--- src/rtl/i2c_target_regs.sv ---
// I2C target with a byte-wide register port: decodes START/STOP, matches a 7-bit
// address, and services pointer writes, burst data writes and burst reads.
module i2c_target_regs #(
    parameter logic [6:0] SLV_ADDR = 7'h50,
    parameter int         PTR_W    = 3
) (
    input  logic             Clk,
    input  logic             Rst_n,
    input  logic             Scl_i,
    input  logic             Sda_i,
    output logic             Sda_oe,
    output logic             Reg_wr,
    output logic [PTR_W-1:0] Reg_addr,
    output logic [7:0]       Reg_wdata,
    input  logic [7:0]       Rd_data,
    output logic             Busy,
    output logic [3:0]       dbg_state
);

    typedef enum logic [3:0] {
        S_IDLE     = 4'd0,
        S_ADDR     = 4'd1,
        S_ADDR_ACK = 4'd2,
        S_RX_PTR   = 4'd3,
        S_PTR_ACK  = 4'd4,
        S_RX_DATA  = 4'd5,
        S_DATA_ACK = 4'd6,
        S_TX_BYTE  = 4'd7,
        S_RX_ACK   = 4'd8,
        S_WAIT     = 4'd9
    } state_t;

    state_t           state;
    logic [3:0]       bit_cnt;
    logic [7:0]       shift_reg;
    logic [PTR_W-1:0] ptr;

    logic scl_s1, scl_s2, scl_d;
    logic sda_s1, sda_s2, sda_d;
    logic scl_rise, scl_fall, start_det, stop_det, take_bit;

    // Synchronizers preset to the idle-high bus level so reset release makes no false START.
    always_ff @(posedge Clk) begin
        if (!Rst_n) begin
            scl_s1 <= 1'b1;
            scl_s2 <= 1'b1;
            scl_d  <= 1'b1;
            sda_s1 <= 1'b1;
            sda_s2 <= 1'b1;
            sda_d  <= 1'b1;
        end else begin
            scl_s1 <= Scl_i;
            scl_s2 <= scl_s1;
            scl_d  <= scl_s2;
            sda_s1 <= Sda_i;
            sda_s2 <= sda_s1;
            sda_d  <= sda_s2;
        end
    end

    assign scl_rise  = scl_s2 & ~scl_d;
    assign scl_fall  = ~scl_s2 & scl_d;
    assign start_det = scl_s2 & scl_d & sda_d & ~sda_s2;
    assign stop_det  = scl_s2 & scl_d & ~sda_d & sda_s2;
    assign take_bit  = scl_rise && (bit_cnt < 4'd8);

    assign Reg_addr  = ptr;
    assign dbg_state = state;

    always_ff @(posedge Clk) begin
        if (!Rst_n) begin
            state     <= S_IDLE;
            bit_cnt   <= '0;
            shift_reg <= '0;
            ptr       <= '0;
            Sda_oe    <= 1'b0;
            Reg_wr    <= 1'b0;
            Reg_wdata <= '0;
            Busy      <= 1'b0;
        end else begin
            Reg_wr <= 1'b0;
            if (start_det) begin
                state   <= S_ADDR;
                bit_cnt <= '0;
                Sda_oe  <= 1'b0;
                Busy    <= 1'b0;
            end else if (stop_det) begin
                state  <= S_IDLE;
                Sda_oe <= 1'b0;
                Busy   <= 1'b0;
            end else begin
                case (state)
                    S_IDLE, S_WAIT: ;
                    S_ADDR: begin
                        if (take_bit) begin
                            shift_reg <= {shift_reg[6:0], sda_s2};
                            bit_cnt   <= bit_cnt + 4'd1;
                        end else if (scl_fall && bit_cnt == 4'd8) begin
                            if (shift_reg[7:1] == SLV_ADDR) begin
                                state  <= S_ADDR_ACK;
                                Sda_oe <= 1'b1;
                                Busy   <= 1'b1;
                            end else begin
                                state <= S_IDLE;
                            end
                        end
                    end
                    // shift_reg[0] still holds the R/W bit of the address byte here.
                    S_ADDR_ACK: begin
                        if (scl_fall) begin
                            bit_cnt <= '0;
                            if (shift_reg[0]) begin
                                state     <= S_TX_BYTE;
                                shift_reg <= Rd_data;
                                Sda_oe    <= ~Rd_data[7];
                            end else begin
                                state  <= S_RX_PTR;
                                Sda_oe <= 1'b0;
                            end
                        end
                    end
                    S_RX_PTR: begin
                        if (take_bit) begin
                            shift_reg <= {shift_reg[6:0], sda_s2};
                            bit_cnt   <= bit_cnt + 4'd1;
                        end else if (scl_fall && bit_cnt == 4'd8) begin
                            ptr    <= shift_reg[PTR_W-1:0];
                            Sda_oe <= 1'b1;
                            state  <= S_PTR_ACK;
                        end
                    end
                    S_PTR_ACK: begin
                        if (scl_fall) begin
                            Sda_oe  <= 1'b0;
                            bit_cnt <= '0;
                            state   <= S_RX_DATA;
                        end
                    end
                    S_RX_DATA: begin
                        if (take_bit) begin
                            shift_reg <= {shift_reg[6:0], sda_s2};
                            bit_cnt   <= bit_cnt + 4'd1;
                            if (bit_cnt == 4'd7) begin
                                Reg_wr    <= 1'b1;
                                Reg_wdata <= {shift_reg[6:0], sda_s2};
                            end
                        end else if (scl_fall && bit_cnt == 4'd8) begin
                            Sda_oe <= 1'b1;
                            state  <= S_DATA_ACK;
                        end
                    end
                    S_DATA_ACK: begin
                        if (scl_fall) begin
                            Sda_oe  <= 1'b0;
                            ptr     <= ptr + PTR_W'(1);
                            bit_cnt <= '0;
                            state   <= S_RX_DATA;
                        end
                    end
                    // Bit 7 goes out on entry; each later falling edge advances one bit.
                    S_TX_BYTE: begin
                        if (take_bit) begin
                            bit_cnt <= bit_cnt + 4'd1;
                        end else if (scl_fall && bit_cnt == 4'd8) begin
                            Sda_oe  <= 1'b0;
                            bit_cnt <= '0;
                            state   <= S_RX_ACK;
                        end else if (scl_fall && bit_cnt != 4'd0) begin
                            shift_reg <= {shift_reg[6:0], 1'b0};
                            Sda_oe    <= ~shift_reg[6];
                        end
                    end
                    // Pointer advances at the ACK sample so Rd_data is settled by the falling edge.
                    S_RX_ACK: begin
                        if (scl_rise && bit_cnt == 4'd0) begin
                            bit_cnt <= 4'd1;
                            if (sda_s2) begin
                                Busy  <= 1'b0;
                                state <= S_WAIT;
                            end else begin
                                ptr <= ptr + PTR_W'(1);
                            end
                        end else if (scl_fall && bit_cnt == 4'd1) begin
                            bit_cnt   <= '0;
                            shift_reg <= Rd_data;
                            Sda_oe    <= ~Rd_data[7];
                            state     <= S_TX_BYTE;
                        end
                    end
                    default: state <= S_IDLE;
                endcase
            end
        end
    end

endmodule

--- config.mk ---
export PLATFORM = sky130hd
export DESIGN_NAME = i2c_target_regs
export DESIGN_NICKNAME = d
export VERILOG_FILES = /design/src/rtl/i2c_target_regs.sv
export SDC_FILE = /design/constraint.sdc
export NUM_CORES = 1
export LEC_CHECK = 0
export ABC_AREA = 1
export CAP_MARGIN = 10
export CORE_UTILIZATION = 39
export DETAILED_ROUTE_END_ITERATION = 7
export PLACE_DENSITY = 0.65
export SYNTH_ARGS = -nofsm -noshare
export SYNTH_HDL_FRONTEND = slang
export SYNTH_SLANG_ARGS = --single-unit
--- constraint.sdc ---
create_clock -name Clk -period 1.78 [get_ports Clk]
set_input_delay 0.178 -clock Clk [delete_from_list [all_inputs] [get_ports Clk]]
set_output_delay 0.178 -clock Clk [all_outputs]
set_load 0.005 [all_outputs]
# [Yosys cells after proc, flatten, opt, wreduce, memory -nomap -nowiden]
# Index checks and enable logic that the tools add are counted.
[totals] out_inout_bits=18 register_bits=36 wordCells=180 in_bits=12
[classes] n_reduce_logical=30 order_cmp=1 add_sub_neg=2 eq_ne=54 n_mux=58 n_bitwise=19
[op_table] op="4-bit two-way mux" count=19
[op_table] op="8-bit two-way mux" count=8
[op_table] op="2-bit != test (second input constant)" count=20
[op_table] op="4-bit != test (second input constant)" count=9
[op_table] op="4-bit case mux with 8 select lines" count=1
[op_table] op="8-bit case mux with 4 select lines" count=1
[op_table] op="13-bit AND reduction" count=2
[op_table] op="4-bit by 3-bit equality test with 1-bit output (second input constant)" count=5
[op_table] op="1-bit two-way mux" count=18
[op_table] op="3-bit two-way mux" count=6
[op_table] op="4-bit case mux with 4 select lines" count=1
[op_table] op="3-bit != test (second input constant)" count=5
[op_table] op="4-bit equality test (second input constant)" count=3
[op_table] op="1-bit inverter" count=12
[op_table] op="12-bit AND reduction" count=1
[op_table] op="6-bit AND reduction" count=2
[op_table] op="4-bit nonzero test" count=3
[op_table] op="11-bit AND reduction" count=1
[op_table] op="5-bit != test (second input constant)" count=2
[op_table] op="10-bit AND reduction" count=1
[op_table] op="3-bit case mux with 3 select lines" count=1
[op_table] op="3-bit OR reduction" count=3
[op_table] op="4-bit by 1-bit equality test with 1-bit output (second input constant)" count=2
[op_table] op="4-bit by 2-bit equality test with 1-bit output (second input constant)" count=2
[op_table] op="other kinds (19)" count=36

# [Depth between registers and ports, before layout]
# Gate-level depths: netlist of run 1.
[logic_depth] ltp_word=8 ltp_mapped=13 ltp_nobuf=13

# [Least setup slack after synthesis of run 1]
# Ideal clock, no wire load.
[synth_timing] kind="register to register" startpoint="register bit_cnt[0]" endpoint="register bit_cnt[1]" setup_ns=0.116 t_arrival_ns=1.453 stages_incl_launch_ff=12 synth_period_minus_slack_ns=1.569 slack_ns=0.211 t_required_ns=1.664 path_buffers=0 cell_sequence="dfxtp_1 > inv_1 > ha_1 > nand2_1 > nor2_1 > nor2_1 > nand2_1 > nand3_1 > nor2_1 > nand2_1 > o21ai_0 > nor2_1"
[synth_via] elab_chain_len=4 elab_cells_between_ends=17 classes_between="add/sub (1); order compare (1); eq/ne (5); mux (4); reduce/logical (6)"
[synth_lines] item="start, declared" line_no="34" source="logic [3:0] bit_cnt;"
[synth_lines] item="start signal, assigned" line_no="97" source="bit_cnt <= bit_cnt + 4'd1;"
[synth_lines] item="start signal, assigned" line_no="125" source="bit_cnt <= bit_cnt + 4'd1;"
[synth_lines] item="start signal, assigned" line_no="142" source="bit_cnt <= bit_cnt + 4'd1;"
[synth_lines] item="4-bit less-than comparator, or another cell as far along" line_no="65" source="assign take_bit = scl_rise && (bit_cnt < 4'd8);"
[synth_lines] item="1-bit logical AND (on tied branches)"
[synth_lines] item="3-bit != test (no line), or another cell as far along"
[synth_lines] item="6-bit AND reduction (no line) / 4-bit case mux with 4 select lines (equally long branches)"
# Parallel ways exist; a longest one is shown, timed or not. The select of a mux whose other input is x is not followed.
# A chain may end at the register's enable or synchronous reset.

# [Worst setup path in the final report of run 1]
[layout_timing] startpoint="register state[1], in the netlist dbg_state[1]" endpoint="register state[0], in the netlist dbg_state[0]"
[layout_via] elab_chain_len=5 elab_cells_between_ends=29 classes_between="eq/ne (22); mux (3); reduce/logical (4)"
[layout_lines] item="start, declared" line_no="33" source="state_t state;"
[layout_lines] item="start signal, assigned" line_no="72" source="state <= S_IDLE;"
[layout_lines] item="start signal, assigned" line_no="83" source="state <= S_ADDR;"
[layout_lines] item="start signal, assigned" line_no="88" source="state <= S_IDLE;"
[layout_lines] item="4-bit by 3-bit equality test with 1-bit output, or another cell as far along" line_no="92" source="case (state)"
[layout_lines] item="2-bit OR reduction (on tied branches)"
[layout_lines] item="4-bit case mux with 8 select lines" line_no="92"
[layout_lines] item="1-bit two-way mux" line_no="87" source="end else if (stop_det) begin"
[layout_lines] item="1-bit two-way mux" line_no="82" source="if (start_det) begin"
# Parallel ways exist; a longest one is shown, timed or not.

==> metrics.md, run 1 <==
| Metric | Value |
|---|---|
| Startpoint types | flop |
| Worst EP arrival | 1.88 ns |
| Clock Pin Slew Worst Setup and Hold Paths | approximately 0.09 ns |
| Initial antenna violation count | 0 |
| Cell taking the most area after synthesis | dfxtp_1 |
| Most Frequent Cell on Critical Path | nand2_1 |
| CTS root buffer | clkbuf_8 |
| Setup Viol. Count Final | 0 |
| VDD IR max | just over 0.7 mV |
| Die area | between 0.006 and 0.007 mm2 |
| Total track usage | a little under a quarter |
| Num ports | 30 |
| Pwr Total | ~0.005 W |
| H-tree depth | 2 |
| Die Y | 78.52 um |
| Remaining antenna violation count | 0 |
| RSZ-0062 raised after global routing | true |
| Pwr dens | 1690 mW/mm2 |
| Wire per inst | 12.88 um |
| Port Buf Inserts | 29 |
| Layout cells sized above 1 | between 10% and 20% |
| Number of global-route vias before repair | about 2400 |
| Min Clock Period, post-route | 1.692 ns |
| Largest net degree at the start of global routing | 20 |
| Unique cell type count in the Yosys netlist | 26 |
| Maximum capacitance violations | 0 |
| Syn-to-layout area delta | 33.21% |
| Status | complete, no violations |
| Core Region | approximately 0.0056 mm2 |
| RR Startpoint | dbg_state[1] |
| Worst path cell trace | inv_1, nand2_2, nor2_4, buf_4, nand2_1, nor2_1, nor2_4, nand2_1, nand2_1, a21oi_1, nor2_1 |
| Ys Warns | 0 |
| Worst setup path end | dbg_state[0] |
| Kind of end point of the critical path | flop |
| # clock sinks | 36 |
| Routed wire length | between 6000 and 7000 um |
| Final instance area | around 0.0030 mm2 |
| Period utilisation layout | a little over nine tenths |
| Post-DP HPWL | roughly 5000 um |
| Synth area leaders | dfxtp_1, nand2_1, nor2_1, nand3_1, inv_1 |
| Flop2flop setup slack | between 0.08 and 0.09 ns |
| Clk_skew | 0.01550 ns |
| Placed instance area | about 0.0028 mm2 |
| Synth top area share | approximately a third |
| Total gr overflow | 0 |
| Sequential area share after synthesis | 31.56% |
| CP max-delay cell | dfxtp_4 |
| Num rows | 27 |
| Post-Syn Instances | between 300 and 400 |
| First-pass GRT wire length | about 11000 um |
| Syn avg cell area | 5.978 um2 |
| Rel. slew slack | between 70 and 80% |
| Most common cell after layout, fill and taps aside | nand2_1 |
| Drt first pass iters | 4 |
| Final Hold Viols | 0 |
| Reg2Reg Depth | 11 |
| Worst skew pair latency | slightly above 0.3 ns |
| Longest Clk Path Bufs | 2 |
| Cts hold-fix bufs | 0 |
| CP max FO | 5 |
| Crit path kind | flop to flop |
| CTS tree | yes |
| Die width | 78.52 um |
| Worst Setup SP | dbg_state[1] |
| Drt drc | 0 |
| Hold slack | ~0.42 ns |
| Ant. Diodes | 0 |
| Slowest stage delay, CP | 0.37 ns |
| Max Freq | ~0.59 GHz |
| Routed vias/inst | 5.029 |
| Via count | about 2600 |
| Final net count | 455 |
| Worst Hold Class | flop to flop |
| Leak | around 1.5 nW |
| Iter 0 DRT Violations | ~200 |
| R2R Path End | dbg_state[0] |
| Commonest non-fill, non-tap cells in the layout | nand2_1, nor2_1, nand3_1, inv_1, dfxtp_1 |
| Mapped Area | between 0.002 and 0.0025 mm2 |
| Syn nets | just under 400 |
| RePlAce Congestion | approximately 1.0 |
| Post-synthesis register bit count | 36 |
| Slew Limit Fails | 0 |
| Inserted Clock Buffers | 5 |
| Starting Density | 40.97% |
| Req. time, crit path | 1.97 ns |
| Worst Tran Pin Value | around 0.4 ns |
[what timing repair did]
item | in CTS | in global routing
endpoints found under the setup margin | 1 | 19
cloned | 0 | 0
pin swaps | 0 | 5
buffers inserted | 0 | 4
gates resized for setup | 2 | 30
[final cells by class]
type                    instances  area (um2)
fillers                       594        2532
multi-input cells             300        1459
flip-flops and latches         36       735.7
repair buffers                 57       500.5
inverters                      39       148.9
well taps                      72       90.09
clock buffers                   6       72.57
clock inverters                 2       35.03
[per-layer routing]
metal | GRT usage (%) | vias up | routed length (um)
met3 | 4.535 | 18 | 354
met5 | 0 | - | 0
met4 | 10.19 | 0 | 197
li1 | - | 1336 | -
met2 | 36.96 | 67 | 2981
met1 | 28.72 | 1154 | 3062
[critical path: cells and delay by family (launching register included)]
kind	cells	cell delay, ns
flops	1	0.37
buf+inv	2	0.26
compound gates	1	0.13
simple gates	8	0.81
[logic make-up after synthesis]
group           Yosys count  share of synthesized area, %
simple gates            249                         46.41
compound gates           44                         10.63
xor+xnor                  3                         1.151
fa+ha+maj                 4                         2.192
flops                    36                         31.56
buf+inv                  46                         8.055
[cells in the mapped netlist]
cell type and number:
nor2_2 3, nor2_1 71, buf_6 1, nor3_1 2, inv_2 5, nor2_4 3
nand2_1 116, nand3_1 40, nand3_2 2, a22oi_1 2, inv_1 33, dfxtp_1 36
clkbuf_1 3, a21oi_1 19, ha_1 4, xor2_1 3, clkinv_1 1, a21oi_4 1
a21boi_0 1, nand2_2 2, o21ai_0 19, o21bai_1 1, o22ai_1 1, buf_2 3
or2_2 4, nand4_1 6
[worst min-delay path by stage]
| stage | cells past startpoint | end | from |
|---|---|---|---|
| floorplan | 1 | scl_s1 | Scl_i |
| global placement | 1 | sda_s2 | sda_s1 |
| global route | 2 | sda_s1 | Sda_i |
| detailed placement | 1 | sda_s2 | sda_s1 |
| finish | 1 | sda_s2 | sda_s1 |
| CTS | 1 | sda_s2 | sda_s1 |
[report_power, final]
group          total [W]  switching, W  internal (W)  leakage [nW]
clock           0.000737      0.000321      0.000416        0.0552
sequential       0.00117      0.000169      0.000997         0.296
combinational    0.00324       0.00198       0.00126          1.10
total            0.00514       0.00247       0.00267          1.45
[per-stage QoR]
step / setup WS [ns] / instances / util [%] / TNS [ns]
2_1_floorplan: 0.2112 / 382 / - / 0
3_3_place_gp: 0.05272 / 500 / 50.35 / 0
3_5_place_dp: 0.02112 / 500 / 50.35 / 0
4_1_cts: 0.03156 / 508 / 52.32 / 0
5_1_grt: -0.07657 / 512 / 54.57 / -0.2217
6_report: 0.08833 / 512 / 54.57 / 0
Power figures use the tool's default switching activity.
==> run 2, diff against run 1 <==
--- a/config.mk
+++ b/config.mk
@@ -13,3 +13,4 @@
 export SYNTH_ARGS = -nofsm -noshare
 export SYNTH_HDL_FRONTEND = slang
 export SYNTH_SLANG_ARGS = --single-unit
+export TNS_END_PERCENT = 1
==> metrics.md, run 2 (same netlist as run 1, synthesis figures left out) <==
| Metric | Value |
|---|---|
| Die Y | 78.52 um (unchanged) |
| Leak | 1.446 nW (was 1.454 nW) |
| Req. time, crit path | 1.97 ns (about the same) |
| Final core occ | 54.25% (was 54.57%) |
| Final net count | 454 (was 455) |
| Ant. Diodes | 0 (unchanged) |
| Port Buf Inserts | 29 (unchanged) |
| Starting Density | 40.97% (unchanged) |
| Reg2Reg Depth | 11 (unchanged) |
| Min Clock Period, post-route | 1.720 ns (was 1.692 ns) |
| Iter 0 DRT Violations | 189 (was 204) |
| Final Hold Viols | 0 (unchanged) |
| Wire per inst | 13.00 um (was 12.88 um) |
| Worst Tran Pin Value | 0.3938 ns (was 0.3984 ns) |
| Maximum capacitance violations | 0 (unchanged) |
| Kind of end point of the critical path | flop (unchanged) |
| VDD IR max | 0.7310 mV (was 0.7268 mV) |
| Num rows | 27 (unchanged) |
| Drt first pass iters | 5 (was 4) |
| Inserted Clock Buffers | 5 (unchanged) |
| Int Pwr | 0.002656 W (was 0.002673 W) |
| Hold slack | 0.4156 ns (about the same) |
| Drt drc | 0 (unchanged) |
| Sequential cell area | 733.2 um2 (was 735.7 um2) |
| Flop pwr share | 22.7% (about the same) |
| Pwr dens | 1694 mW/mm2 (was 1690 mW/mm2) |
| Rel. slew slack | 73.65% (was 73.34%) |
| Total track usage | 22.70% (unchanged) |
| Via count | 2603 (was 2575) |
| CTS tree | yes (unchanged) |
| Switching power share of the total | 48.15% (was 48.00%) |
| Most common cell after layout, fill and taps aside | nand2_1 (unchanged) |
| Total gr overflow | 0 (unchanged) |
| Cts hold-fix bufs | 0 (unchanged) |
| RePlAce Congestion | 1.017 (unchanged) |
| Worst skew pair latency | 0.31 ns (about the same) |
| # clock sinks | 36 (unchanged) |
| Final instance area | 0.003024 mm2 (was 0.003042 mm2) |
| Crit path kind | flop to flop (unchanged) |
| Initial antenna violation count | 0 (unchanged) |
| Metal-1 WL | 2983 um (was 3062 um) |
| Routed wl met2 | 2981 um (unchanged) |
| Largest net degree at the start of global routing | 20 (unchanged) |
| Switching pwr | 0.002467 W (about the same) |
| Placed instance area | 0.002806 mm2 (unchanged) |
| Die width | 78.52 um (unchanged) |
| Clk_skew | 0.01568 ns (was 0.01550 ns) |
| Flop2flop setup slack | 0.06 ns (was 0.09 ns) |
| RR Startpoint | dbg_state[1] (unchanged) |
| Period utilisation layout | 96.65% (was 95.04%) |
| Worst path cell trace | inv_1, nand2_1, nor2_4, buf_4, nand2_1, nor2_1, nor2_4, nand2_1, nand2_1, a21oi_1, nor2_1 (was inv_1, nand2_2, nor2_4, buf_4, nand2_1, nor2_1, nor2_4, nand2_1, nand2_1, a21oi_1, nor2_1) |
| Startpoint types | flop (unchanged) |
| Longest Clk Path Bufs | 2 (unchanged) |
| CP max FO | 5 (unchanged) |
| Slew Limit Fails | 0 (unchanged) |
| Met3 Routed Length | 456 um (was 354 um) |
| Setup Viol. Count Final | 0 (unchanged) |
| Routed vias/inst | 5.094 (was 5.029) |
| Status | complete, no violations (unchanged) |
| Worst setup path end | dbg_state[0] (unchanged) |
| Num ports | 30 (unchanged) |
| Routed wire length | 6645 um (was 6595 um) |
| PnR worst setup slack | 0.05955 ns (was 0.08833 ns) |
| R2R Path End | dbg_state[0] (unchanged) |
| Post-DP HPWL | 5004 um (unchanged) |
| Worst Setup SP | dbg_state[1] (unchanged) |
| Slowest stage delay, CP | 0.35 ns (was 0.37 ns) |
| Most Frequent Cell on Critical Path | nand2_1 (unchanged) |
| H-tree depth | 2 (unchanged) |
| Inst Count DP | 500 (unchanged) |
| First-pass GRT wire length | 10840 um (unchanged) |
| Combinational power share | 62.9% (was 63.0%) |
| Clk network pwr share | 14.4% (was 14.3%) |
| Bufs and invs on worst path | 2 (unchanged) |
| Worst Hold Class | flop to flop (unchanged) |
| Syn-to-layout area delta | 32.44% (was 33.21%) |
| Layout cells sized above 1 | 16.40% (was 17.05%) |
| RSZ-0062 raised after global routing | true (unchanged) |
| Remaining antenna violation count | 0 (unchanged) |
| Worst EP arrival | 1.91 ns (was 1.88 ns) |
| Core Region | 0.005574 mm2 (unchanged) |
| Pre-CTS worst setup slack | 0.02112 ns (unchanged) |
| CTS root buffer | clkbuf_8 (unchanged) |
| Number of global-route vias before repair | 2378 (unchanged) |
| Top routing layer in use | met4 (unchanged) |
| Clock Pin Slew Worst Setup and Hold Paths | 0.09 ns (about the same) |
| Die area | 0.006165 mm2 (unchanged) |
| Commonest non-fill, non-tap cells in the layout | nand2_1, nor2_1, nand3_1, inv_1, dfxtp_1 (unchanged) |
| Top cell family by delay on the critical path | simple AND/OR/NAND/NOR gates (unchanged) |
| Final Non-Filler Cells | 511 (was 512) |
| CP max-delay cell | dfxtp_2 (was dfxtp_4) |
| Multi-input gate area | 0.001451 mm2 (was 0.001459 mm2) |
| Max Freq | 0.5812 GHz (was 0.5911 GHz) |
| Filler Cell Count | 597 (was 594) |
| CP Depth | 11 (unchanged) |
-- run 2: worst min-delay path by stage --
stage | from | to | cells after the start
after floorplan | Scl_i | scl_s1 | 1
after global placement | sda_s1 | sda_s2 | 1
after detailed placement | sda_s1 | sda_s2 | 1
after CTS | sda_s1 | sda_s2 | 1
after global routing | Sda_i | sda_s1 | 2
final | sda_s1 | sda_s2 | 1
-- run 2: final cells by class --
cell class / instances / area share (%)
clock buffer: 6 / 2.400
clock inverter: 2 / 1.158
inverter: 39 / 4.923
multi-input combinational: 300 / 47.99
sequential: 36 / 24.24
tap: 72 / 2.979
timing repair buffer: 56 / 16.30
-- run 2: timing repair --
action | CTS | global route
setup endpoints to repair | 1 | 19
resized for setup | 2 | 27
pin swaps | 0 | 4
setup buffers | 0 | 3
-- run 2: through the flow --
stage                     power [W]  TNS [ns]
after floorplan            0.003181         0
after detailed placement   0.004073         0
after CTS                  0.004828         0
after global routing       0.005649   -0.1903
final                      0.005123         0
after global placement     0.004047         0
-- run 2: metal layers --
metal  global-route usage, %  up-vias
met1                   28.72     1151
met3                   4.535       23
met5                       0        -
met2                   36.96       97
li1                        -     1332
met4                   10.19        0
-- run 2: worst reg2reg max path, cell delays in order (launching register included) --
cell	delay, ns
dfxtp_2	0.35
inv_1	0.11
nand2_1	0.11
nor2_4	0.20
buf_4	0.14
nand2_1	0.09
nor2_1	0.21
nor2_4	0.06
nand2_1	0.08
nand2_1	0.06
a21oi_1	0.13
nor2_1	0.06
-- run 2: power groups by stage --
stage	combinational [W]	sequential [W]	clock (W)
floorplan	0.00204	0.00114	0
global placement	0.00290	0.00115	0
detailed placement	0.00292	0.00115	0
CTS	0.00293	0.00114	0.000753
global route	0.00367	0.00119	0.000786
finish	0.00322	0.00116	0.000737
==> run 3, diff against run 2 <==
--- a/config.mk
+++ b/config.mk
@@ -7,9 +7,10 @@
 export LEC_CHECK = 0
 export ABC_AREA = 1
 export CAP_MARGIN = 10
-export CORE_UTILIZATION = 39
+export CORE_UTILIZATION = 53
 export DETAILED_ROUTE_END_ITERATION = 7
-export PLACE_DENSITY = 0.65
+export MAX_ROUTING_LAYER = met4
+export PLACE_DENSITY = 0.82
 export SYNTH_ARGS = -nofsm -noshare
 export SYNTH_HDL_FRONTEND = slang
 export SYNTH_SLANG_ARGS = --single-unit
==> constraint.sdc (replaced) <==
create_clock -name Clk -period 2 [get_ports Clk]
set_input_delay 0.2 -clock Clk [delete_from_list [all_inputs] [get_ports Clk]]
set_output_delay 0.2 -clock Clk [all_outputs]
set_load 0.005 [all_outputs]
==> metrics.md, run 3 (same netlist as run 1, synthesis figures left out) <==
| Metric | Value |
|---|---|
| Die area | 0.004575 mm2 (was 0.006165 mm2) |
| Port Buf Inserts | 29 (unchanged) |
| CTS tree | yes (unchanged) |
| Startpoint types | flop (unchanged) |
| Rel. slew slack | 69.10% (was 73.65%) |
| Maximum capacitance violations | 0 (unchanged) |
| Flop2flop setup slack | 0.16 ns (was 0.06 ns) |
| Largest net degree at the start of global routing | 20 (unchanged) |
| Worst skew pair latency | 0.29 ns (was 0.31 ns) |
| Period utilisation layout | 92.05% (was 96.65%) |
| Final core occ | 68.70% (was 54.25%) |
| Clock Pin Slew Worst Setup and Hold Paths | 0.08 ns (was 0.09 ns) |
| Hold path start | scl_s1 (was sda_s1) |
| Crit path kind | flop to flop (unchanged) |
| Post-DP HPWL | 5141 um (was 5004 um) |
| Drt drc | 0 (unchanged) |
| Most common cell after layout, fill and taps aside | nand2_1 (unchanged) |
| Total track usage | 32.72% (was 22.70%) |
| Final Non-Filler Cells | 470 (was 511) |
| Setup TNS | 0 ns (unchanged) |
| Req. time, crit path | 2.19 ns (was 1.97 ns) |
| Number of global-route vias before repair | 2247 (was 2378) |
| Inst Count DP | 462 (was 500) |
| Leak | 1.334 nW (was 1.446 nW) |
| Worst Hold Class | flop to flop (unchanged) |
| Die Y | 67.64 um (was 78.52 um) |
| Max Freq | 0.5432 GHz (was 0.5812 GHz) |
| Worst EP arrival | 2.03 ns (was 1.91 ns) |
| CP max-delay cell | dfxtp_1 (was dfxtp_2) |
| Status | complete, no violations (unchanged) |
| Drt first pass iters | 5 (unchanged) |
| Longest Clk Path Bufs | 2 (unchanged) |
| Pwr Total | 0.004198 W (was 0.005123 W) |
| Ant. Diodes | 0 (unchanged) |
| RR Startpoint | bit_cnt[0] (was dbg_state[1]) |
| Num ports | 30 (unchanged) |
| Routed wire length | 6538 um (was 6645 um) |
| Worst Tran Pin Value | 0.4619 ns (was 0.3938 ns) |
| Hold slack | 0.4241 ns (was 0.4156 ns) |
| VDD IR max | 0.8764 mV (was 0.7310 mV) |
| Remaining antenna violation count | 0 (unchanged) |
| # clock sinks | 36 (unchanged) |
| Post-CTS Setup Bufs | 0 (unchanged) |
| Starting Density | 56.28% (was 40.97%) |
| Initial antenna violation count | 0 (unchanged) |
| Pwr dens | 1506 mW/mm2 (was 1694 mW/mm2) |
| Iter 0 DRT Violations | 220 (was 189) |
| Via count | 2546 (was 2603) |
| Syn-to-layout area delta | 22.08% (was 32.44%) |
| First-pass GRT wire length | 10600 um (was 10840 um) |
| Core Region | 0.004058 mm2 (was 0.005574 mm2) |
| Commonest non-fill, non-tap cells in the layout | nand2_1, nor2_1, nand3_1, dfxtp_1, inv_1 (was nand2_1, nor2_1, nand3_1, inv_1, dfxtp_1) |
| H-tree depth | 2 (unchanged) |
| Clk_skew | 0.01081 ns (was 0.01568 ns) |
| Setup Viol. Count Final | 0 (unchanged) |
| Most Frequent Cell on Critical Path | nor2_1 (was nand2_1) |
| CTS root buffer | clkbuf_8 (unchanged) |
| Worst Setup SP | bit_cnt[0] (was dbg_state[1]) |
| Slew Limit Fails | 0 (unchanged) |
| Cts hold-fix bufs | 0 (unchanged) |
| RSZ-0062 raised after global routing | false (was true) |
| RePlAce Congestion | 1.057 (was 1.017) |
| Worst path cell trace | inv_1, ha_1, nand2_1, nor2_1, nor2_1, nand2_1, nand3_1, nor2_2, o21ai_0, nor2_1 (was inv_1, nand2_1, nor2_4, buf_4, nand2_1, nor2_1, nor2_4, nand2_1, nand2_1, a21oi_1, nor2_1) |
| Kind of end point of the critical path | flop (unchanged) |
| CP max FO | 5 (unchanged) |
| Min Clock Period, post-route | 1.841 ns (was 1.720 ns) |
| Final net count | 435 (was 454) |
| Inserted Clock Buffers | 5 (unchanged) |
| Num rows | 23 (was 27) |
| Wire per inst | 13.91 um (was 13.00 um) |
| Die width | 67.64 um (was 78.52 um) |
| Slowest stage delay, CP | 0.40 ns (was 0.35 ns) |
| Final Hold Viols | 0 (unchanged) |
| Total gr overflow | 0 (unchanged) |
| Routed vias/inst | 5.417 (was 5.094) |
| Layout cells sized above 1 | 10.48% (was 16.40%) |
==> run 3: final cells by class <==
type | instances | area [um2]
Clock inverter | 2 | 35.03
Multi-Input combinational cell | 300 | 1396
Clock buffer | 6 | 72.57
Tap cell | 50 | 62.56
Sequential cell | 36 | 724.4
Inverter | 39 | 146.4
Timing Repair Buffer | 37 | 350.3
Fill cell | 375 | 1270
==> run 3: worst max-delay path, delay by kind of cell (launching register included) <==
kind / cells / cell delay [ns]
buffers and inverters: 1 / 0.09
AOI/OAI and AO/OA: 1 / 0.16
and+or+nand+nor: 7 / 0.86
adders and majority gates: 1 / 0.24
DFF: 1 / 0.40
==> run 3: final timing paths <==
| check | endpoint | cells after the start |
|---|---|---|
| setup / recovery | bit_cnt[1] | 10 |
| hold / removal | scl_s2 | 1 |
| setup reg to reg | bit_cnt[1] | 10 |
| hold reg to reg | scl_s2 | 1 |
==> run 3: timing repair <==
action	4_1_cts	5_1_grt
endpoints found under the hold margin	0	0
setup endpoints to repair	0	18
gates resized for setup	0	9
==> run 3: stage by stage <==
stage / worst slack [ns] / cell area, um2
2_1_floorplan: 0.4312 / 2283
5_1_grt: 0.009642 / 2788
3_3_place_gp: 0.1587 / 2659
6_report: 0.1589 / 2788
3_5_place_dp: 0.1184 / 2659
4_1_cts: 0.09677 / 2766
==> run 3: power by group <==
part / total, W / internal, W / switching (W) / leakage (nW)
logic: 0.00249 / 0.000868 / 0.00162 / 0.984
registers: 0.00107 / 0.000874 / 0.000198 / 0.295
clock network: 0.000638 / 0.000370 / 0.000268 / 0.0552
total: 0.00420 / 0.00211 / 0.00209 / 1.33
==> run 3: per-layer routing <==
layer / routed length [um] / up-vias / GRT usage [%]
met2: 3128 / 114 / 52.60
met3: 390 / 11 / 5.912
met1: 2929 / 1129 / 41.67
met4: 89 / 0 / 8.777
li1: - / 1292 / -
met5: 0 / - / -
